--- src/rtl/result_queue_drain.sv ---
// result_queue_drain
//   Consumer end of the fractal result queue. Iteration counts pushed by the
//   compute state machine are buffered in a small circular FIFO and drained
//   into a registered valid/ready pixel stream. Each count is mapped to a
//   colour and tagged with start-of-frame / end-of-line markers.
//
// Ports
//   clk, rst      clock, synchronous active-high reset
//   push          producer writes push_iter this cycle
//   push_iter     iteration count of the next pixel (raster order)
//   full_queue    FIFO holds DEPTH entries; producer must stall
//   overflow      sticky: a push arrived while full_queue was high
//   m_valid       output pixel present
//   m_ready       downstream accepts the pixel
//   m_data        colour {R,G,B}, ITER_W bits per channel
//   m_sof         presented pixel is x=0, y=0
//   m_eol         presented pixel is x=WIDTH-1
//   frame_done    one-cycle pulse after the last pixel of a frame is accepted
module result_queue_drain #(
  parameter int WIDTH    = 640,
  parameter int HEIGHT   = 480,
  parameter int ITER_W   = 8,
  parameter int MAX_ITER = 255,
  parameter int DEPTH    = 8
) (
  input  logic                  clk,
  input  logic                  rst,
  input  logic                  push,
  input  logic [ITER_W-1:0]     push_iter,
  output logic                  full_queue,
  output logic                  overflow,
  output logic                  m_valid,
  input  logic                  m_ready,
  output logic [3*ITER_W-1:0]   m_data,
  output logic                  m_sof,
  output logic                  m_eol,
  output logic                  frame_done
);

  localparam int PW = $clog2(DEPTH);
  localparam int CW = $clog2(DEPTH + 1);
  localparam int XW = (WIDTH  > 1) ? $clog2(WIDTH)  : 1;
  localparam int YW = (HEIGHT > 1) ? $clog2(HEIGHT) : 1;

  localparam logic [CW-1:0]     COUNT_FULL = CW'(DEPTH);
  localparam logic [XW-1:0]     X_LAST     = XW'(WIDTH - 1);
  localparam logic [YW-1:0]     Y_LAST     = YW'(HEIGHT - 1);
  localparam logic [ITER_W-1:0] ITER_MAX   = ITER_W'(MAX_ITER);

  typedef enum logic {S_EMPTY, S_FULL} state_t;

  state_t            state_reg;
  logic [ITER_W-1:0] mem [DEPTH];
  logic [PW-1:0]     wr_ptr_reg;
  logic [PW-1:0]     rd_ptr_reg;
  logic [CW-1:0]     count_reg;
  logic [XW-1:0]     x_reg;
  logic [YW-1:0]     y_reg;
  logic              last_reg;      // presented pixel closes the frame

  logic                push_ok;
  logic                pop;
  logic                fire;
  logic [ITER_W-1:0]   head;
  logic [3*ITER_W-1:0] head_colour;

  assign full_queue = (count_reg == COUNT_FULL);
  assign push_ok    = push && !full_queue;
  assign fire       = m_valid && m_ready;
  // The output register is refilled whenever it is empty or being emptied
  // this cycle, as long as the FIFO has something to give.
  assign pop        = (count_reg != '0) && ((state_reg == S_EMPTY) || m_ready);
  assign head       = mem[rd_ptr_reg];

  always_comb begin
    head_colour = '0;
    if (head != ITER_MAX) begin
      head_colour = {head, ~head, head << 1};
    end
  end

  // Storage array; pointers are reset separately so no reset is needed here.
  always_ff @(posedge clk) begin
    if (!rst && push_ok) begin
      mem[wr_ptr_reg] <= push_iter;
    end
  end

  always_ff @(posedge clk) begin
    if (rst) begin
      state_reg  <= S_EMPTY;
      wr_ptr_reg <= '0;
      rd_ptr_reg <= '0;
      count_reg  <= '0;
      x_reg      <= '0;
      y_reg      <= '0;
      last_reg   <= 1'b0;
      overflow   <= 1'b0;
      m_valid    <= 1'b0;
      m_data     <= '0;
      m_sof      <= 1'b0;
      m_eol      <= 1'b0;
      frame_done <= 1'b0;
    end else begin
      frame_done <= fire && last_reg;

      // A push while full is dropped, even if a pop frees a slot this cycle.
      if (push && full_queue) begin
        overflow <= 1'b1;
      end

      if (push_ok) begin
        wr_ptr_reg <= wr_ptr_reg + 1'b1;
      end
      if (pop) begin
        rd_ptr_reg <= rd_ptr_reg + 1'b1;
      end

      case ({push_ok, pop})
        2'b10:   count_reg <= count_reg + 1'b1;
        2'b01:   count_reg <= count_reg - 1'b1;
        default: count_reg <= count_reg;
      endcase

      // Load the output register and advance the raster position.
      if (pop) begin
        m_data   <= head_colour;
        m_sof    <= (x_reg == '0) && (y_reg == '0);
        m_eol    <= (x_reg == X_LAST);
        last_reg <= (x_reg == X_LAST) && (y_reg == Y_LAST);
        if (x_reg == X_LAST) begin
          x_reg <= '0;
          y_reg <= (y_reg == Y_LAST) ? '0 : y_reg + 1'b1;
        end else begin
          x_reg <= x_reg + 1'b1;
        end
      end

      case (state_reg)
        S_EMPTY: begin
          if (pop) begin
            state_reg <= S_FULL;
            m_valid   <= 1'b1;
          end
        end
        S_FULL: begin
          if (m_ready && !pop) begin
            state_reg <= S_EMPTY;
            m_valid   <= 1'b0;
          end
        end
        default: begin
          state_reg <= S_EMPTY;
          m_valid   <= 1'b0;
        end
      endcase
    end
  end

endmodule
--- config.mk ---
export PLATFORM = sky130hd
export DESIGN_NAME = result_queue_drain
export DESIGN_NICKNAME = d
export VERILOG_FILES = /design/src/rtl/result_queue_drain.sv
export SDC_FILE = /design/constraint.sdc
export NUM_CORES = 1
export LEC_CHECK = 0
export ABC_CLOCK_PERIOD_IN_PS = 6000
export CAP_MARGIN = 20
export CORE_MARGIN = 2
export CORE_UTILIZATION = 37
export DETAILED_ROUTE_END_ITERATION = 12
export PLACE_DENSITY = 0.65
export REMOVE_ABC_BUFFERS = 1
export SLEW_MARGIN = 20
export SYNTH_ARGS = -nofsm -noshare
export SYNTH_HDL_FRONTEND = slang
export SYNTH_SLANG_ARGS = --single-unit
export TNS_END_PERCENT = 10
--- constraint.sdc ---
create_clock -name clk -period 6 [get_ports clk]
set_input_delay 1.2 -clock clk [delete_from_list [all_inputs] [get_ports clk]]
set_output_delay 1.2 -clock clk [all_outputs]
set_load 0.005 [all_outputs]
==> results.cfg <==
[synthesis]
synth_cells = 384
synth_compound_gate_area_share = 0.0438
synthXorXnorAreaFrac = 0.0385
yosysTopAreaCellShare = 0.384
ys_ff_latch = 119
synth_top_family_by_area = simple AND/OR/NAND/NOR gates
netlist_area_sq_um = 5000
yosys-top-cells-area = edfxtp_1 38%, dfxtp_1 22%, mux4_1 7.4%
synth-simple-area-share = 0.142
yosys.area_share.adder = 0.0225
synth.avg_cell_area_sq_um = 13.0
yosysWarnings = 0
synthMuxAreaShare = 0.108
synthDistinctLibCells = 50
post-synth-top-area-cell = edfxtp_1
ys_seq_area_frac = 0.604

[hold_path]
hold_start = m_eol$_SDFFE_PP0P_
hp-class = register to register
hold_depth = 2
holdPathEnd = m_eol$_SDFFE_PP0P_

[routing]
postRouteAntennaNets = 0
routed_wl_um = 9640
vias = 3091
drcViolationCount = 0
viasPerCell = 5.05
first_pass_iters = 5
avgRoutedWirePerCell_um = 15.7
first_iter_violations = 190

[sta]
finalClockSkew_ps = 5.78
setup_tns_ps = 0
rsz0062_at_grt = false
worstMarginPinSlew_ps = 968
drv_slew = 0
relSlewSlack = 0.354
clock.fmax_mhz = 292
period_share = 0.571
fin_crit_ps = 3420
setup_viol = 0
hold_viol_final = 0

[power_and_ir_drop]
sequentialPowerShare = 0.374
switching_share = 0.294
power.leakage_uw = 0.00212
clkPwrFrac = 0.381
ir_drop_uv = 224
power.internal_uw = 2020
p_comb_frac = 0.245
p_switching_uw = 843
power_density_nw_per_um2 = 466

[floorplan]
die_y_um = 120
die_x_um = 120
io_pins = 42
start_util = 0.378
coreArea_sq_um = 13200
die_area_sq_um = 14500
num_rows = 42

[global_routing]
grt_pass1_wl_um = 15500
grt_pass1_vias = 3031
grt_antenna_before_repair = 0
grt_max_degree = 52
grt.overflow.total = 0
track_usage = 0.142

[clock_tree]
hold_buffers = 0
cts_buffer_depth = 2
cts.clk_slew.worst_paths_ps = 60
clockRootBuffer = clkbuf_16
cts-htree-levels = 4
cts_buffers = 17
clk_latency_ps = 410
cts_setup_buffers = 0
cts_tree = done
cts.sinks = 119
cts_resized = 0

[finish]
fin_nets = 444
largest_reg_flops = 64
fin_cells = 612
fillers = 1185
finish.instance_area_sq_um = 6150
drive_above_1_share = 0.138
syn2layout_area_growth_pct = 23.0
n_antenna_cell = 0

[place]
portBuffers = 40
dp.cells = 580
gp_congestion = 0.795
place_area_sq_um = 5510
place_hpwl_um = 6220

[worst_setup_path]
rr_startpoint = count_reg[0]$_SDFFE_PP0P_
crit_required_ps = 6340
worstPathMaxFanout = 32
cp-start-kind = primary input
r2r_setup_slack_ps = 3040
worstSetupPathType = primary input to register
cp.arrival_ps = 3760
ff2ff_path_depth = 11
timing.rr.end = count_reg[2]$_SDFFE_PP0P_
cp-end-kind = register

[flow_run]
cap_violations = 0

[status]
status = completed
==> layout make-up <==
class                   count  area, sq um  share of cell area
clock inverters            15          218              0.0354
flip-flops and latches    119         3020               0.492
multi-input cells         229         1780               0.290
repair buffers             47          448              0.0728
inverters                   9         33.8             0.00549
clock buffers              17          425              0.0692
well taps                 176          220              0.0358
==> cells in the mapped netlist, drive strengths merged <==
cell,n
nand2b,5
a32oi,1
a31o,1
mux2,6
inv,9
nor2b,2
dfxtp,55
ha,9
xnor2,12
or2,1
nand4b,2
a311oi,1
nand3b,10
a21oi,20
conb,1
nand2,29
and4,1
clkbuf,10
nor2,47
o21bai,1
nor4,13
and3,1
mux2i,5
mux4,16
nand4,6
nor4b,3
and4b,1
edfxtp,64
or3,3
xor2,10
nor3,5
a211oi,1
buf,17
nand3,5
o21ai,9
o41ai,2
==> worst max-delay path, stage by stage <==
cell and delay [ps]:
clkdlybuf4s50_1 450, nand2b_1 200, nand2b_1 90, buf_4 320, inv_2 180, ha_1 270, xor2_1 170, ha_1 190
a21oi_1 150, xor2_1 90, or3_1 310, a21oi_1 140
==> power groups by stage <==
stage	combinational (uW)	sequential, uW	clock [uW]
after CTS	709	1080	1110
after global placement	687	1090	0
final	702	1070	1090
after global routing	782	1090	1140
after detailed placement	704	1090	0
after floorplan	437	1060	0
==> logic make-up (layout without fill, tap and decap cells) <==
logic type | count (synthesis) | after routing
other | 1 | 1
DFF | 119 | 119
muxes | 27 | 27
buffers and inverters | 36 | 88
adders and majority gates | 9 | 9
AOI/OAI and AO/OA | 36 | 36
and+or+nand+nor | 134 | 134
xor gates and xnor gates | 22 | 22
==> stage by stage <==
| step | power [uW] | utilization | worst slack, ps | hold WS, ps |
|---|---|---|---|---|
| after floorplan | 1500 | - | 2490 | 447 |
| after CTS | 2890 | 0.464 | 2610 | 458 |
| after global routing | 3010 | 0.464 | 2420 | 483 |
| after global placement | 1770 | 0.416 | 2230 | 462 |
| final | 2870 | 0.464 | 2580 | 457 |
| after detailed placement | 1790 | 0.416 | 2170 | 450 |
==> per-layer routing <==
metal | wire length (um) | GRT usage | vias up
li1 | - | - | 1488
met1 | 4290 | 0.167 | 1535
met2 | 4940 | 0.242 | 58
met3 | 296 | 0.0434 | 10
met4 | 115 | 0.0538 | 0
met5 | 0 | 0 | -
==> placed cells by master (no fill, tap or decap), types with 6 or more instances in the layout <==
cell type and count:
a21oi_1 20, buf_4 7, clkbuf_16 17, clkdlybuf4s50_1 39, dfxtp_1 55, edfxtp_1 64, ha_1 9, inv_1 8
mux4_1 14, nand2_1 28, nand3b_1 10, nor2_1 47, nor4_1 10, o21ai_0 6, xnor2_1 12, xor2_1 10
==> worst max-delay path by stage <==
stage	depth (start not counted)	slack, ps	to	start
floorplan	10	2490	count_reg[2]$_SDFFE_PP0P_	m_ready
global placement	12	2230	count_reg[2]$_SDFFE_PP0P_	m_ready
detailed placement	12	2170	count_reg[2]$_SDFFE_PP0P_	m_ready
CTS	12	2610	count_reg[2]$_SDFFE_PP0P_	m_ready
global route	12	2420	count_reg[2]$_SDFFE_PP0P_	m_ready
finish	12	2580	count_reg[2]$_SDFFE_PP0P_	m_ready
(Power assumes the default switching activity.)
